## src/rtl/fp8_pkg.sv

```systemverilog
// Shared constants and types for the BF16 -> FP8 E4M3 operand feeder.
package fp8_pkg;
  localparam int BF16_W     = 16;
  localparam int BF16_EXP_W = 8;
  localparam int BF16_MAN_W = 7;
  localparam int E4M3_W     = 8;
  localparam int E4M3_EXP_W = 4;
  localparam int E4M3_MAN_W = 3;
  localparam int E4M3_BIAS  = 7;
  localparam int BF16_BIAS  = 127;
  localparam logic [6:0] E4M3_MAX_MAG = 7'h7F;

  typedef struct packed {
    logic [E4M3_W-1:0] code;
    logic              saturated;
  } e4m3_res_t;

  typedef enum logic [1:0] {
    ST_IDLE,
    ST_STREAM,
    ST_DRAIN
  } drain_state_t;
endpackage

```

## src/rtl/bf16_to_e4m3.sv

```systemverilog
// Combinational BF16 -> E4M3 (bias 7, no NaN/Inf codes) with round-to-nearest-even
// and saturation to +/-480.
module bf16_to_e4m3
  import fp8_pkg::*;
(
  input  logic [BF16_W-1:0] bf16_in,
  output e4m3_res_t         res
);
  localparam logic signed [9:0] BIAS_DIFF = 10'(BF16_BIAS - E4M3_BIAS);

  logic                  sgn;
  logic [BF16_EXP_W-1:0] exp_b;
  logic [BF16_MAN_W-1:0] man_b;
  logic signed [9:0]     e4;
  logic signed [9:0]     e_rnd;
  logic [9:0]            nsh;
  logic [16:0]           shifted;
  logic [E4M3_MAN_W:0]   mant_rnd;
  logic                  guard;
  logic                  sticky;
  logic                  rnd_up;

  always_comb begin
    sgn           = bf16_in[15];
    exp_b         = bf16_in[14:7];
    man_b         = bf16_in[6:0];
    e4            = $signed({2'b00, exp_b}) - BIAS_DIFF;
    e_rnd         = '0;
    nsh           = '0;
    shifted       = '0;
    mant_rnd      = '0;
    guard         = 1'b0;
    sticky        = 1'b0;
    rnd_up        = 1'b0;
    res.code      = {sgn, 7'h00};
    res.saturated = 1'b0;

    if (exp_b == '0) begin
      res.code = {sgn, 7'h00};
    end else if (exp_b == '1) begin
      // NaN loses its sign; Inf keeps it. Both clip to the largest magnitude.
      res.saturated = 1'b1;
      res.code      = (man_b == '0) ? {sgn, E4M3_MAX_MAG} : {1'b0, E4M3_MAX_MAG};
    end else if (e4 > 10'sd0) begin
      guard    = man_b[3];
      sticky   = |man_b[2:0];
      rnd_up   = guard & (sticky | man_b[4]);
      mant_rnd = {1'b0, man_b[6:4]} + {3'b000, rnd_up};
      e_rnd    = e4 + $signed({9'b0, mant_rnd[E4M3_MAN_W]});
      if (e_rnd > 10'sd15) begin
        res.saturated = 1'b1;
        res.code      = {sgn, E4M3_MAX_MAG};
      end else begin
        res.code = {sgn, e_rnd[E4M3_EXP_W-1:0], mant_rnd[E4M3_MAN_W-1:0]};
      end
    end else begin
      // Subnormal: {1,M} shifted right by 1-e4; bits [16:14] are the mantissa,
      // bit 13 the guard. A rounding carry lands in the exponent LSB.
      nsh = -e4;
      if (nsh < 10'd9) begin
        shifted  = {1'b1, man_b, 9'b0} >> nsh;
        guard    = shifted[13];
        sticky   = |shifted[12:0];
        rnd_up   = guard & (sticky | shifted[14]);
        mant_rnd = {1'b0, shifted[16:14]} + {3'b000, rnd_up};
        res.code = {sgn, 3'b000, mant_rnd};
      end
    end
  end
endmodule

```

## src/rtl/bf16_fp8_feeder.sv

```systemverilog
// Systolic-edge feeder: accepts LANES BF16 operands per beat, quantises to E4M3,
// skews lane i by i cycles, and signals done once a tile has fully drained.
module bf16_fp8_feeder
  import fp8_pkg::*;
#(
  parameter int LANES = 4,
  parameter int SATW  = 16
) (
  input  logic                clk,
  input  logic                rst,
  input  logic                in_valid,
  output logic                in_ready,
  input  logic [16*LANES-1:0] in_data,
  input  logic                in_last,
  output logic [8*LANES-1:0]  fp8_out,
  output logic [LANES-1:0]    lane_valid,
  output logic                done,
  output logic [SATW-1:0]     sat_count
);
  localparam int CW = $clog2(LANES + 2);
  localparam int PW = $clog2(LANES + 1);

  logic                accept;
  logic [16*LANES-1:0] data_p1_d, data_p1_q;
  logic                vld_p1_d, vld_p1_q;
  e4m3_res_t           res [LANES];
  logic [PW-1:0]       sat_lanes;
  logic [SATW:0]       sat_sum;
  logic [SATW-1:0]     sat_count_d, sat_count_q;
  drain_state_t        state_d, state_q;
  logic [CW-1:0]       cnt_d, cnt_q;
  logic                done_d, done_q;

  assign in_ready  = (state_q != ST_DRAIN);
  assign accept    = in_valid && in_ready;
  assign done      = done_q;
  assign sat_count = sat_count_q;

  always_comb begin
    data_p1_d = accept ? in_data : data_p1_q;
    vld_p1_d  = accept;
    sat_lanes = '0;
    for (int i = 0; i < LANES; i++) sat_lanes = sat_lanes + PW'(res[i].saturated);
    sat_sum     = {1'b0, sat_count_q} + (SATW+1)'(sat_lanes);
    sat_count_d = sat_count_q;
    if (vld_p1_q) sat_count_d = sat_sum[SATW] ? '1 : sat_sum[SATW-1:0];
  end

  always_comb begin
    state_d = state_q;
    cnt_d   = cnt_q;
    done_d  = 1'b0;
    case (state_q)
      ST_IDLE, ST_STREAM: begin
        if (accept) begin
          if (in_last) begin
            state_d = ST_DRAIN;
            cnt_d   = CW'(LANES);
          end else begin
            state_d = ST_STREAM;
          end
        end
      end
      ST_DRAIN: begin
        if (cnt_q == '0) begin
          done_d  = 1'b1;
          state_d = ST_STREAM;
        end else begin
          cnt_d = cnt_q - CW'(1);
        end
      end
      default: state_d = ST_IDLE;
    endcase
  end

  // S1: accepted beat; also control state and saturation counter
  always_ff @(posedge clk) begin
    if (rst) begin
      data_p1_q   <= '0;
      vld_p1_q    <= 1'b0;
      sat_count_q <= '0;
      state_q     <= ST_IDLE;
      cnt_q       <= '0;
      done_q      <= 1'b0;
    end else begin
      data_p1_q   <= data_p1_d;
      vld_p1_q    <= vld_p1_d;
      sat_count_q <= sat_count_d;
      state_q     <= state_d;
      cnt_q       <= cnt_d;
      done_q      <= done_d;
    end
  end

  for (genvar i = 0; i < LANES; i++) begin : g_lane
    logic [i:0][7:0] byte_d, byte_q;
    logic [i:0]      vld_d, vld_q;

    bf16_to_e4m3 u_cvt (
      .bf16_in (data_p1_q[16*i +: 16]),
      .res     (res[i])
    );

    // S2 is entry 0; entries 1..i form this lane's skew chain
    always_comb begin
      byte_d[0] = res[i].code;
      vld_d[0]  = vld_p1_q;
      for (int k = 1; k <= i; k++) begin
        byte_d[k] = byte_q[k-1];
        vld_d[k]  = vld_q[k-1];
      end
    end

    always_ff @(posedge clk) begin
      if (rst) begin
        byte_q <= '0;
        vld_q  <= '0;
      end else begin
        byte_q <= byte_d;
        vld_q  <= vld_d;
      end
    end

    assign fp8_out[8*i +: 8] = vld_q[i] ? byte_q[i] : 8'h00;
    assign lane_valid[i]     = vld_q[i];
  end
endmodule
```

## config.mk

```make
export PLATFORM = sky130hd
export DESIGN_NAME = bf16_fp8_feeder
export DESIGN_NICKNAME = d
export VERILOG_FILES = /design/src/rtl/fp8_pkg.sv /design/src/rtl/bf16_to_e4m3.sv /design/src/rtl/bf16_fp8_feeder.sv
export SDC_FILE = /design/constraint.sdc
export NUM_CORES = 1
export LEC_CHECK = 0
export CAP_MARGIN = 20
export CORE_MARGIN = 2
export CORE_UTILIZATION = 45
export DETAILED_ROUTE_END_ITERATION = 6
export PLACE_DENSITY = 0.69
export SLEW_MARGIN = 20
export SYNTH_ARGS = -nofsm -noshare
export SYNTH_HDL_FRONTEND = slang
export SYNTH_HIERARCHICAL = 1
export SYNTH_SLANG_ARGS = --single-unit
export TNS_END_PERCENT = 50
```

## constraint.sdc

```tcl
create_clock -name clk -period 4.36 [get_ports clk]
set_clock_uncertainty 0.2 [all_clocks]
set_input_delay 0.872 -clock clk [delete_from_list [all_inputs] [get_ports clk]]
set_output_delay 0.872 -clock clk [all_outputs]
set_load 0.05 [all_outputs]
```

Yosys cells after proc, flatten, opt, wreduce, memory -nomap -nowiden
Index checks and enable logic that the tools add are counted.
Widths: inputs -> output; s select.
{ "totals": {"output_inout_bits": 54, "register_bits": 177, "romBits": 0, "mem_bits_rw": 0, "mem_count": 0, "wordCells": 171, "latchBits": 0, "input_bits": 68} }
{ "classes": {"muxes": 50, "bitwise": 17, "n_shift": 4, "reduce_logical": 28, "n_mul": 0, "n_lt_le_gt_ge": 12, "n_addsub": 25, "n_eq_ne": 11, "div": 0} }
{ "op_table": {"columns": ["op", "n"], "rows": [
  ["$mux 8", 12],
  ["$shr 17x10->17", 4],
  ["$mux 7", 8],
  ["$reduce_or 13->1", 4],
  ["$add 10x2->10", 4],
  ["$gt 10x1->1 const B", 4],
  ["$gt 10x5->1 const B", 4],
  ["$lt 10x4->1 const B", 4],
  ["$neg 10->10", 4],
  ["$mux 9", 4],
  ["$sub 8x7->9 const B", 4],
  ["$add 3x1->4", 8],
  ["$eq 8x8->1 const B", 4],
  ["$logic_not 8->1", 4],
  ["$logic_not 7->1", 4],
  ["$add 16x3->17", 1],
  ["$mux 16", 1],
  ["$mux 4", 4],
  ["$mux 1", 13],
  ["$reduce_or 2->1", 6],
  ["$reduce_or 3->1", 4],
  ["$ne 2x2->1 const B", 5],
  ["$mux 3", 3],
  ["$and 1x1->1", 8],
  ["17 further kinds", 26]
]} }

Depth between registers and ports, before layout
Gate-level depths: netlist of run 1.
{ "logic_depth": {"ltp_word": 16, "mapped_depth": 22, "depth_no_buf": 20} }

Modules after synthesis
The synthesis of run 1 kept the hierarchy.
{ "modules_own_cells": {"columns": ["module", "cells_per_inst", "seq_area_each_um2", "area_per_inst_um2", "n_inst"], "rows": [
  ["bf16_fp8_feeder", 631, 3423.3, 5836.8, 1],
  ["bf16_to_e4m3 at g_lane[1].u_cvt", 163, 0.0, 1167.4, 1],
  ["bf16_to_e4m3 at g_lane[2].u_cvt", 154, 0.0, 1093.5, 1],
  ["bf16_to_e4m3 at g_lane[3].u_cvt", 140, 0.0, 925.9, 1],
  ["bf16_to_e4m3 at g_lane[0].u_cvt", 132, 0.0, 912.1, 1]
]} }

Least setup slack after synthesis of run 1
OpenSTA, ideal clock, no wires.
{ "synth_timing": {"path_type": "register -> register", "start": "reg data_p1_q[58]", "end": "reg sat_count_q[2] (netlist: sat_count[2])", "arrival_time_ps": 4574, "path_stages_with_launch": 21, "period_less_slack_ps": 4844, "path_slack_ps": -484, "path_cell_list": "dfxtp_1 > inv_1 > ha_1 > clkbuf_1 > nand3_1 > or3_1 > ha_1 > nand2_1 > o21ai_0 > a21o_1 > a21oi_1 > inv_1 > fa_1 > inv_1 > fa_1 > inv_1 > fa_1 > nand3_1 > nor4_1 > nand3_1 > a21oi_1"} }
{ "synth_lines": {"columns": ["item", "line_no", "text"], "rows": [
  ["start: declaration", "bf16_fp8_feeder.sv:24", "logic [16*LANES-1:0] data_p1_d, data_p1_q;"],
  ["start signal: assignment", "bf16_fp8_feeder.sv:86", "data_p1_q <= data_p1_d;"],
  ["end signal: assignment", "bf16_fp8_feeder.sv:88", "sat_count_q <= sat_count_d;"],
  ["end: declaration", "bf16_fp8_feeder.sv:29", "logic [SATW-1:0] sat_count_d, sat_count_q;"]
]} }

==> results.txt, run 1 <==
Hold-fix buffers at CTS: 0
Largest net degree at the start of global routing: 73
Synth Area in Simple Gates: 0.297
Slew headroom: 0.508
Yosys Warn Count: 6
CP required: 4480 ps
#FFs+latches synth: 171
Vias in the first global route: 8041
Routed Antenna Nets: 0
CTS clock-pin slew for the worst setup and hold paths: 80 ps
Starting DRT DRC Count: 512
Crit-path max FO: 6
Cell Area, Synth: 9940 um^2
Die H: 153 um
Status: finished, final reports clean
Clock Tree Buf Depth: 2
Crit-path cells: ha_4 > xnor2_2 > nand3_2 > or3_1 > ha_2 > nand2_1 > o21ai_0 > a21o_1 > a21oi_4 > inv_1 > fa_1 > inv_1 > fa_2 > nand2b_2 > a2111oi_4 > mux2i_1 > nand2_1
Initial antenna violation count: 0
Vias per cell: 5.40
FFs w/ async S/R, synth: 0
Die ar.: 23300 um^2
Placed Cells incl. Taps: 1602
Syn nets: 1334
Avg Cell Area, Syn: 8.14 um^2
Share of layout cells above drive strength 1: 0.125
Commonest non-fill, non-tap cells in the layout: nand2_1, dfxtp_1, clkdlybuf4s50_1
DR vias: 8873
Mapped Cells: 1220
CTS tree: done
Die W: 153 um
Setup WS post-layout: 108 ps
Post-route DRC: 0
1st-pass router iterations: 5
Worst slack at placement: -80.9 ps
Fillers: 1991
Placed Area: 11600 um^2
NumNets Final: 1464
Mux share of post-synthesis cell area: 0.0212
Core area: 21800 um^2
Worst EP arrival: 4380 ps
Hpwl dp: 16700 um
Seq/Total Area, Yosys: 0.345
Commonest non-fill, non-tap cell in the layout: nand2_1
Commonest register cell after synthesis: dfxtp_1
Synth Area in XOR/XNOR: 0.0502
Crit start category: flop
Peak supply drop: 0.247 mV
Setup CP Type: flop to flop
Final Cycle Share: 0.975
Slew at the pin with the worst max-slew slack: 736 ps
Adder-Cell Fraction of Synth Area: 0.0602
Cell area power density: 309 nW/um^2
MaxCap Viol Count: 0
Max Clock Freq: 0.235 GHz
Final Non-Filler Cells: 1643
Final Critical Period: 4250 ps
First-pass GRT wire length: 38500 um
Final Hold Viols: 0
Synth Area in Compound Gates: 0.176
Hold Crit Class: flop to flop
R2R Setup Slk: 110 ps
Hold Slack: 233 ps
Final setup viols: 0
Final slew viol count: 0
CTS sink count: 171
Post-synth EDFFs: 0
CP peak stage delay: 500 ps
Wire per inst: 14.1 um
GPL Wtd Cong: 0.888
Total GRT Usage: 0.195
Grt total ovfl: 0
CP endpoint kind: flop
CP max-delay cell: fa_1
Row count: 54
Htree depth: 4
Largest family of logic cells by synthesized area: simple AND/OR/NAND/NOR gates
CTS Buf Count: 17
Clock Latency Late Sink: 430 ps
Leakage: 4.84 nW
I/O pins: 122
Area Overhead vs Synth: 25.4%
Diodes inserted: 0
Design Area, Final: 12500 um^2
Post-Route WL: 23200 um
Yosys cell types: 97
PortBufs: 121
Clock root buffer: clkbuf_16
Starting Density: 0.457
==> power breakdown <==
part | internal (W) | leakage (nW) | switching [W]
Clock | 0.000783 | 0.299 | 0.000747
Combinational | 0.000292 | 3.15 | 0.000356
Sequential | 0.00161 | 1.39 | 0.0000593
==> cells by family after synthesis <==
group | count (synthesis)
muxes | 18
buffers and inverters | 116
xor gates and xnor gates | 51
adders and majority gates | 46
AOI/OAI and AO/OA | 256
and+or+nand+nor | 562
DFF | 171
==> path summary, 6_finish.rpt <==
path,startpoint,end,depth (start not counted)
max,data_p1_q[59],sat_count[11],17
min,g_lane[3].byte_d[18],g_lane[3].byte_d[26],1
max reg2reg,data_p1_q[59],sat_count[11],17
min reg2reg,g_lane[3].byte_d[18],g_lane[3].byte_d[26],1
==> layer usage <==
| layer | GRT usage | routed length [um] | vias up |
|---|---|---|---|
| li1 | - | - | 4511 |
| met4 | 0.0507 | 341 | 0 |
| met3 | 0.0373 | 995 | 27 |
| met2 | 0.329 | 11200 | 221 |
| met5 | 0 | 0 | - |
| met1 | 0.257 | 10700 | 4114 |
==> area by class of cell <==
cell class	instances	area [um^2]	area share
clock inverter	15	201	0.0162
timing repair buffer	182	1690	0.136
sequential	171	3430	0.276
clock buffer	17	425	0.0341
inverter	45	169	0.0136
tap	280	350	0.0281
multi-input combinational	933	6190	0.497
==> flip-flops by register name (all words and copies together) (netlist names) <==
signal	count
g_lane.vld_d	1
state_q	2
g_lane.byte_d	48
cnt_q	3
g_lane.byte_q	32
sat_count	16
done	1
g_lane.vld_q	4
data_p1_q	64
==> metrics by stage <==
step / TNS (ps) / power [W] / utilization
after detailed placement: -555 / 0.00234 / 0.535
after CTS: 0 / 0.00388 / 0.566
final: 0 / 0.00385 / 0.573
after global placement: 0 / 0.00233 / 0.535
after floorplan: 0 / 0.00214 / -
after global routing: -192 / 0.00404 / 0.573
==> repair_timing <==
| action | in CTS | in global routing |
|---|---|---|
| setup endpoints to repair | 13 | 16 |
| buffers inserted | 2 | 7 |
| gates resized for setup | 5 | 28 |
| pin swaps | 5 | 14 |
| endpoints found under the hold margin | 0 | 0 |
==> worst max-delay path, delay by kind of cell (launching register included) <==
kind / cells / cell delay (ps)
AOI/OAI and AO/OA: 4 / 900
xor gates and xnor gates: 1 / 170
adders and majority gates: 4 / 1240
buffers and inverters: 2 / 120
DFF: 1 / 360
muxes: 1 / 240
and+or+nand+nor: 5 / 900
==> cell usage after synthesis (6+ instances only) <==
cell,count,area share
xor2_1,19,0.017
nor3b_1,6,0.0045
nor2_1,62,0.023
nand3b_1,6,0.0045
or3_1,6,0.0038
a21o_1,8,0.0060
o211ai_1,8,0.0060
nor2b_1,104,0.065
nand4_1,17,0.011
nor3_1,27,0.014
mux2i_1,15,0.015
ha_1,43,0.054
buf_2,9,0.0045
a21oi_1,99,0.050
o22ai_1,6,0.0038
clkbuf_1,47,0.018
dfxtp_1,171,0.34
nand2_1,183,0.069
inv_1,45,0.017
nand3_1,36,0.018
o21ai_0,30,0.015
xnor2_1,28,0.025
and3_1,15,0.0094
nand2b_1,11,0.0069
a22oi_1,6,0.0045
and2_1,39,0.025
a21boi_0,6,0.0045
nor4_1,16,0.010
a31oi_1,12,0.0076
No activity file was read; power rests on OpenSTA's default activity.
==> run 2: changes to the inputs <==
--- a/config.mk
+++ b/config.mk
@@ -10,6 +10,7 @@
 export CORE_UTILIZATION = 45
 export DETAILED_ROUTE_END_ITERATION = 6
 export PLACE_DENSITY = 0.69
+export SETUP_SLACK_MARGIN = 0.2
 export SLEW_MARGIN = 20
 export SYNTH_ARGS = -nofsm -noshare
 export SYNTH_HDL_FRONTEND = slang
==> results.txt, run 2 (synthesized netlist as in run 1, its figures left out) <==
Status: finished, final reports clean
Diodes inserted: 0 (unchanged)
1st-pass router iterations: 6 (+1)
Worst EP arrival: 4400 ps (+20 ps)
FF-to-FF Start: data_p1_q[59]
Initial antenna violation count: 0 (unchanged)
Hold path start: g_lane[3].byte_d[14]
WHS Endpoint: g_lane[3].byte_d[22]
Routed met2 length: 11700 um (+4.7%)
Row count: 54 (unchanged)
Grt total ovfl: 0 (unchanged)
MaxCap Viol Count: 0 (unchanged)
Commonest non-fill, non-tap cells in the layout: nand2_1, dfxtp_1, clkdlybuf4s50_1
RSZ-0062 raised after global routing: true
Slew at the pin with the worst max-slew slack: 704 ps (-31.6 ps)
Core area: 21800 um^2 (unchanged)
Die ar.: 23300 um^2 (unchanged)
Routed Antenna Nets: 0 (unchanged)
Crit start category: flop
Commonest non-fill, non-tap cell in the layout: nand2_1
Peak supply drop: 0.184 mV (-26%)
GPL Wtd Cong: 0.888 (about the same)
Final slew viol count: 0 (unchanged)
RR Endpoint: sat_count[9]
Utilization after layout: 0.574 (+0.00109)
I/O pins: 122 (unchanged)
Hold Crit Class: flop to flop
Slew headroom: 0.531 (+0.0228)
Leakage: 4.83 nW (-0.21%)
Wire per inst: 14.5 um (+2.4%)
CP endpoint kind: flop
Most flops, register: data_p1_q
Vias in the first global route: 8253 (+2.6%)
Final Critical Period: 4240 ps (-14.7 ps)
Clock Tree Buf Depth: 2 (unchanged)
PortBufs: 121 (unchanged)
Worst Hold Depth: 1 (unchanged)
Hpwl dp: 17000 um (+1.8%)
Tot Pwr: 0.00381 W (-1.1%)
Met3 WL: 866 um (-13%)
Area Overhead vs Synth: 25.7%
Starting Density: 0.457 (unchanged)
R2R Setup Slk: 120 ps (about the same)
Worst Reg2Reg Path Length in Cells: 19 (+2)
Largest net degree at the start of global routing: 84 (+15%)
Post-Route WL: 23800 um (+2.4%)
Highest metal used: met4
NumNets Final: 1464 (unchanged)
Share of layout cells above drive strength 1: 0.140 (+0.0147)
Vias per cell: 5.38 (-0.45%)
Htree depth: 4 (unchanged)
Final Cycle Share: 0.972 (-0.00337)
Die W: 153 um (unchanged)
Met1 wire length: 10800 um (+1.2%)
Post-route DRC: 0 (unchanged)
CTS Buf Count: 17 (unchanged)
Total GRT Usage: 0.203 (+0.00729)
Setup CP Type: flop to flop
Max Clock Freq: 0.236 GHz (+0.35%)
Fillers: 1945 (-2.3%)
Cell area power density: 305 nW/um^2 (-1.3%)
CTS sink count: 171 (unchanged)
Die H: 153 um (unchanged)
Max FFs per register: 64 (unchanged)
CP required: 4520 ps (+40 ps)
Starting DRT DRC Count: 555 (+8.4%)
Crit-path max FO: 5 (-1)
CTS clock-pin slew for the worst setup and hold paths: 70 ps (about the same)
First-pass GRT wire length: 39800 um (+3.3%)
Clock Latency Late Sink: 440 ps (about the same)
CTS tree: done
Final Hold Viols: 0 (unchanged)
DR vias: 8833 (-0.45%)
Clock root buffer: clkbuf_16
Final setup viols: 0 (unchanged)
-- run 2: per-layer routing --
layer	track usage	up-vias
met5	0	-
met3	0.0361	30
met2	0.344	179
met4	0.0600	0
met1	0.263	4111
li1	-	4513
-- run 2: what timing repair did --
action                                  4_1_cts  5_1_grt
endpoints found under the hold margin         0        0
resized for setup                            16       29
pin swaps                                     6       17
setup buffers                                 7        9
hold buffers                                  0        0
endpoints found under the setup margin       16       16
-- run 2: layout make-up --
cell class,instances,area (um^2),share of cell area
clock inverters,15,145,0.0116
multi-input cells,933,6260,0.502
repair buffers,182,1680,0.135
inverters,45,174,0.0139
flip-flops and latches,171,3440,0.276
well taps,280,350,0.0281
clock buffers,17,425,0.0341
-- run 2: worst max-delay path by stage --
stage / start / slack [ps] / to / depth (start not counted)
floorplan: data_p1_q[55] / 180 / sat_count[0] / 20
global placement: data_p1_q[58] / 120 / sat_count[11] / 17
detailed placement: data_p1_q[58] / 30 / sat_count[7] / 17
CTS: data_p1_q[58] / 200 / sat_count[0] / 18
global route: data_p1_q[59] / -90 / sat_count[15] / 20
finish: data_p1_q[59] / 120 / sat_count[9] / 19
-- run 2: worst max-delay path, cell delays in order, from the launching register on --
cell and delay, ps:
dfxtp_4 360, buf_6 130, ha_4 270, nand3_4 70, or3_1 370, ha_2 190, nand2_2 80, o21ai_2 70
a21o_1 180, a21oi_2 190, inv_2 50, fa_1 470, inv_1 50, fa_2 340, inv_2 70, fa_2 260
nand3_4 120, nor4_4 330, nand4b_1 230, o21ai_1 130
-- run 2: metrics by stage --
stage               area, um^2  TNS, ps  setup WS (ps)  hold slack, ps  std cells
floorplan                10100        0            184             214       1220
global placement         11600        0            123             215       1595
detailed placement       11600        0           33.2             220       1595
CTS                      12300        0            196             234       1634
global route             12500     -541          -92.2             250       1643
finish                   12500        0            123             228       1643
-- run 2: where the power goes --
| part | internal [W] | switching (W) | leakage (nW) | total (W) |
|---|---|---|---|---|
| clock | 0.000763 | 0.000714 | 0.281 | 0.00148 |
| combinational | 0.000297 | 0.000357 | 3.15 | 0.000654 |
| sequential | 0.00161 | 0.0000639 | 1.40 | 0.00168 |
==> run 3: changes to the inputs <==
--- a/config.mk
+++ b/config.mk
@@ -6,10 +6,11 @@
 export NUM_CORES = 1
 export LEC_CHECK = 0
 export CAP_MARGIN = 20
+export CORE_ASPECT_RATIO = 0.7
 export CORE_MARGIN = 2
-export CORE_UTILIZATION = 45
+export CORE_UTILIZATION = 40
 export DETAILED_ROUTE_END_ITERATION = 6
-export PLACE_DENSITY = 0.69
+export PLACE_DENSITY_LB_ADDON = 0.1
 export SETUP_SLACK_MARGIN = 0.2
 export SLEW_MARGIN = 20
 export SYNTH_ARGS = -nofsm -noshare
==> results.txt, run 3 (synthesized netlist as in run 1, its figures left out) <==
DR vias: 8949 (+1.3%)
Clock Latency Late Sink: 440 ps (about the same)
Status: finished with violations
Hold Crit Class: flop to flop
CP peak stage delay: 410 ps (-60 ps)
GPL Wtd Cong: 0.887 (-0.15%)
Setup CP Type: flop to flop
1st-pass router iterations: 7 (+1)
WHS Endpoint: g_lane[3].byte_d[18]
Final slew viol count: 0 (unchanged)
Tot Pwr: 0.00386 W (+1.5%)
WP depth: 20 (+1)
Most flops, register: data_p1_q
Row count: 48 (-11%)
Hpwl dp: 18400 um (+7.9%)
Starting Density: 0.405 (-0.0512)
Peak supply drop: 0.280 mV (+52%)
Design Area, Final: 12600 um^2 (+1.1%)
Crit-path cells: and2_1 > and3_1 > ha_2 > nand4_1 > buf_4 > buf_4 > o41ai_1 > a21o_1 > o22ai_4 > inv_1 > fa_1 > inv_1 > fa_2 > inv_2 > fa_2 > nand3_4 > nor4_4 > buf_4 > and3_1 > nor3_1
CP endpoint kind: flop
Commonest non-fill, non-tap cells in the layout: nand2_1, dfxtp_1, clkdlybuf4s50_1
Placed Cells incl. Taps: 1639 (+2.8%)
Vias per cell: 5.28 (-1.9%)
Fillers: 2329 (+20%)
Cell area power density: 306 nW/um^2 (+0.33%)
Die ar.: 26100 um^2 (+12%)
Highest metal used: met4
Post-route DRC: 2 (+2)
Grt total ovfl: 0 (unchanged)
Post-Route WL: 25600 um (+7.5%)
Final Hold Viols: 0 (unchanged)
Max FFs per register: 64 (unchanged)
PortBufs: 121 (unchanged)
Diodes inserted: 0 (unchanged)
Final Cycle Share: 0.953 (-0.0185)
Total GRT Usage: 0.201 (-0.00166)
MaxCap Viol Count: 0 (unchanged)
Die H: 136 um (-11%)
Starting DRT DRC Count: 665 (+20%)
Met3 WL: 1460 um (+68%)
Met1 wire length: 13200 um (+22%)
Initial antenna violation count: 0 (unchanged)
Wire per inst: 15.1 um (+4.1%)
Hold-fix buffers at CTS: 0 (unchanged)
Final Critical Period: 4160 ps (-80.9 ps)
Worst Hold Depth: 1 (unchanged)
FF-to-FF Start: data_p1_q[20]
CP required: 4520 ps (about the same)
Crit-path most repeated cell: buf_4
Share of layout cells above drive strength 1: 0.143 (+0.00283)
Leakage: 4.87 nW (+0.91%)
First-pass GRT wire length: 41900 um (+5.4%)
Largest net degree at the start of global routing: 103 (+23%)
RSZ-0062 raised after global routing: true
Htree depth: 4 (unchanged)
RR Endpoint: sat_count[12]
Slew headroom: 0.517 (-0.0134)
Commonest non-fill, non-tap cell in the layout: nand2_1
Core area: 24500 um^2 (+13%)
Vias in the first global route: 8076 (-2.1%)
Clock Tree Buf Depth: 2 (unchanged)
Hold path start: g_lane[3].byte_d[10]
Routed met2 length: 10600 um (-9.5%)
Area Overhead vs Synth: 27.1%
Crit start category: flop
Final setup viols: 0 (unchanged)
Worst EP arrival: 4310 ps (-90 ps)
Final Non-Filler Cells: 1696 (+3.2%)
Failing checks: design-rule violations
Crit-path max FO: 3 (-2)
Placed Area: 11700 um^2 (+0.53%)
Delay-heaviest family, CP: adder cells
CTS sink count: 171 (unchanged)
Max Clock Freq: 0.241 GHz (+1.9%)
CP bufs+invs: 6 (+2)
I/O pins: 122 (unchanged)
Die W: 192 um (+26%)
NumNets Final: 1472 (+0.55%)
CTS Buf Count: 17 (unchanged)
CTS tree: done
Routed Antenna Nets: 0 (unchanged)
Slew at the pin with the worst max-slew slack: 722 ps (+17.6 ps)
Clock root buffer: clkbuf_16
R2R Setup Slk: 200 ps (+80 ps)
Worst Reg2Reg Path Length in Cells: 20 (+1)
CTS clock-pin slew for the worst setup and hold paths: 70 ps (about the same)
CP max-delay cell: fa_1
==> run 3: cell types whose count changed in the layout (fill, tap and decap cells not counted), sizes merged <==
cell	delta
buf	+8
inv	-3
clkbuf	+1
clkinv	+2
==> run 3: through the flow <==
| step | TNS (ps) | hold slack, ps | utilization | worst slack [ps] |
|---|---|---|---|---|
| 2_1_floorplan | 0 | 214 | - | 184 |
| 3_3_place_gp | 0 | 217 | 0.477 | 86.1 |
| 3_5_place_dp | 0 | 221 | 0.477 | 29.1 |
| 4_1_cts | 0 | 235 | 0.508 | 147 |
| 5_1_grt | -31.9 | 247 | 0.515 | -31.9 |
| 6_report | 0 | 235 | 0.515 | 204 |
==> run 3: cell type report <==
class | instances | area, um^2 | area share
Tap cell | 325 | 407 | 0.0322
Multi-Input combinational cell | 933 | 6230 | 0.493
Inverter | 45 | 174 | 0.0138
Clock buffer | 18 | 439 | 0.0348
Timing Repair Buffer | 190 | 1780 | 0.141
Clock inverter | 14 | 149 | 0.0118
Sequential cell | 171 | 3440 | 0.273
==> run 3: routing by layer <==
layer,vias to the layer above,global-route usage
met4,0,0.0522
li1,4538,-
met5,-,0
met2,266,0.285
met1,4123,0.305
met3,22,0.0421
==> run 3: worst register-to-register path, stage by stage, from the launching register on <==
cell     delay [ps]
dfxtp_1         320
and2_1          160
and3_1          170
ha_2            200
nand4_1         140
buf_4           190
buf_4           130
o41ai_1         330
a21o_1          270
o22ai_4         100
inv_1            90
fa_1            410
inv_1            80
fa_2            200
inv_2            40
fa_2            390
nand3_4         140
nor4_4           50
buf_4           160
and3_1          160
nor3_1          150
==> run 3: where the power goes <==
| part | switching (W) | internal (W) | total [W] |
|---|---|---|---|
| clock network | 0.000740 | 0.000779 | 0.00152 |
| logic | 0.000367 | 0.000300 | 0.000667 |
| registers | 0.0000638 | 0.00161 | 0.00168 |
==> run 3: worst max path at each step <==
stage                       start       endpoint  slack, ps
floorplan           data_p1_q[55]   sat_count[0]        180
global placement    data_p1_q[58]  sat_count[11]         90
detailed placement  data_p1_q[58]  sat_count[15]         30
CTS                 data_p1_q[58]   sat_count[7]        150
global route        data_p1_q[42]  sat_count[12]        -30
finish              data_p1_q[20]  sat_count[12]        200
==> run 3: what timing repair did <==
action,4_1_cts,5_1_grt
endpoints found under the setup margin,14,16
setup buffers,15,9
cloned,0,0
pin swaps,15,10
resized for setup,18,21
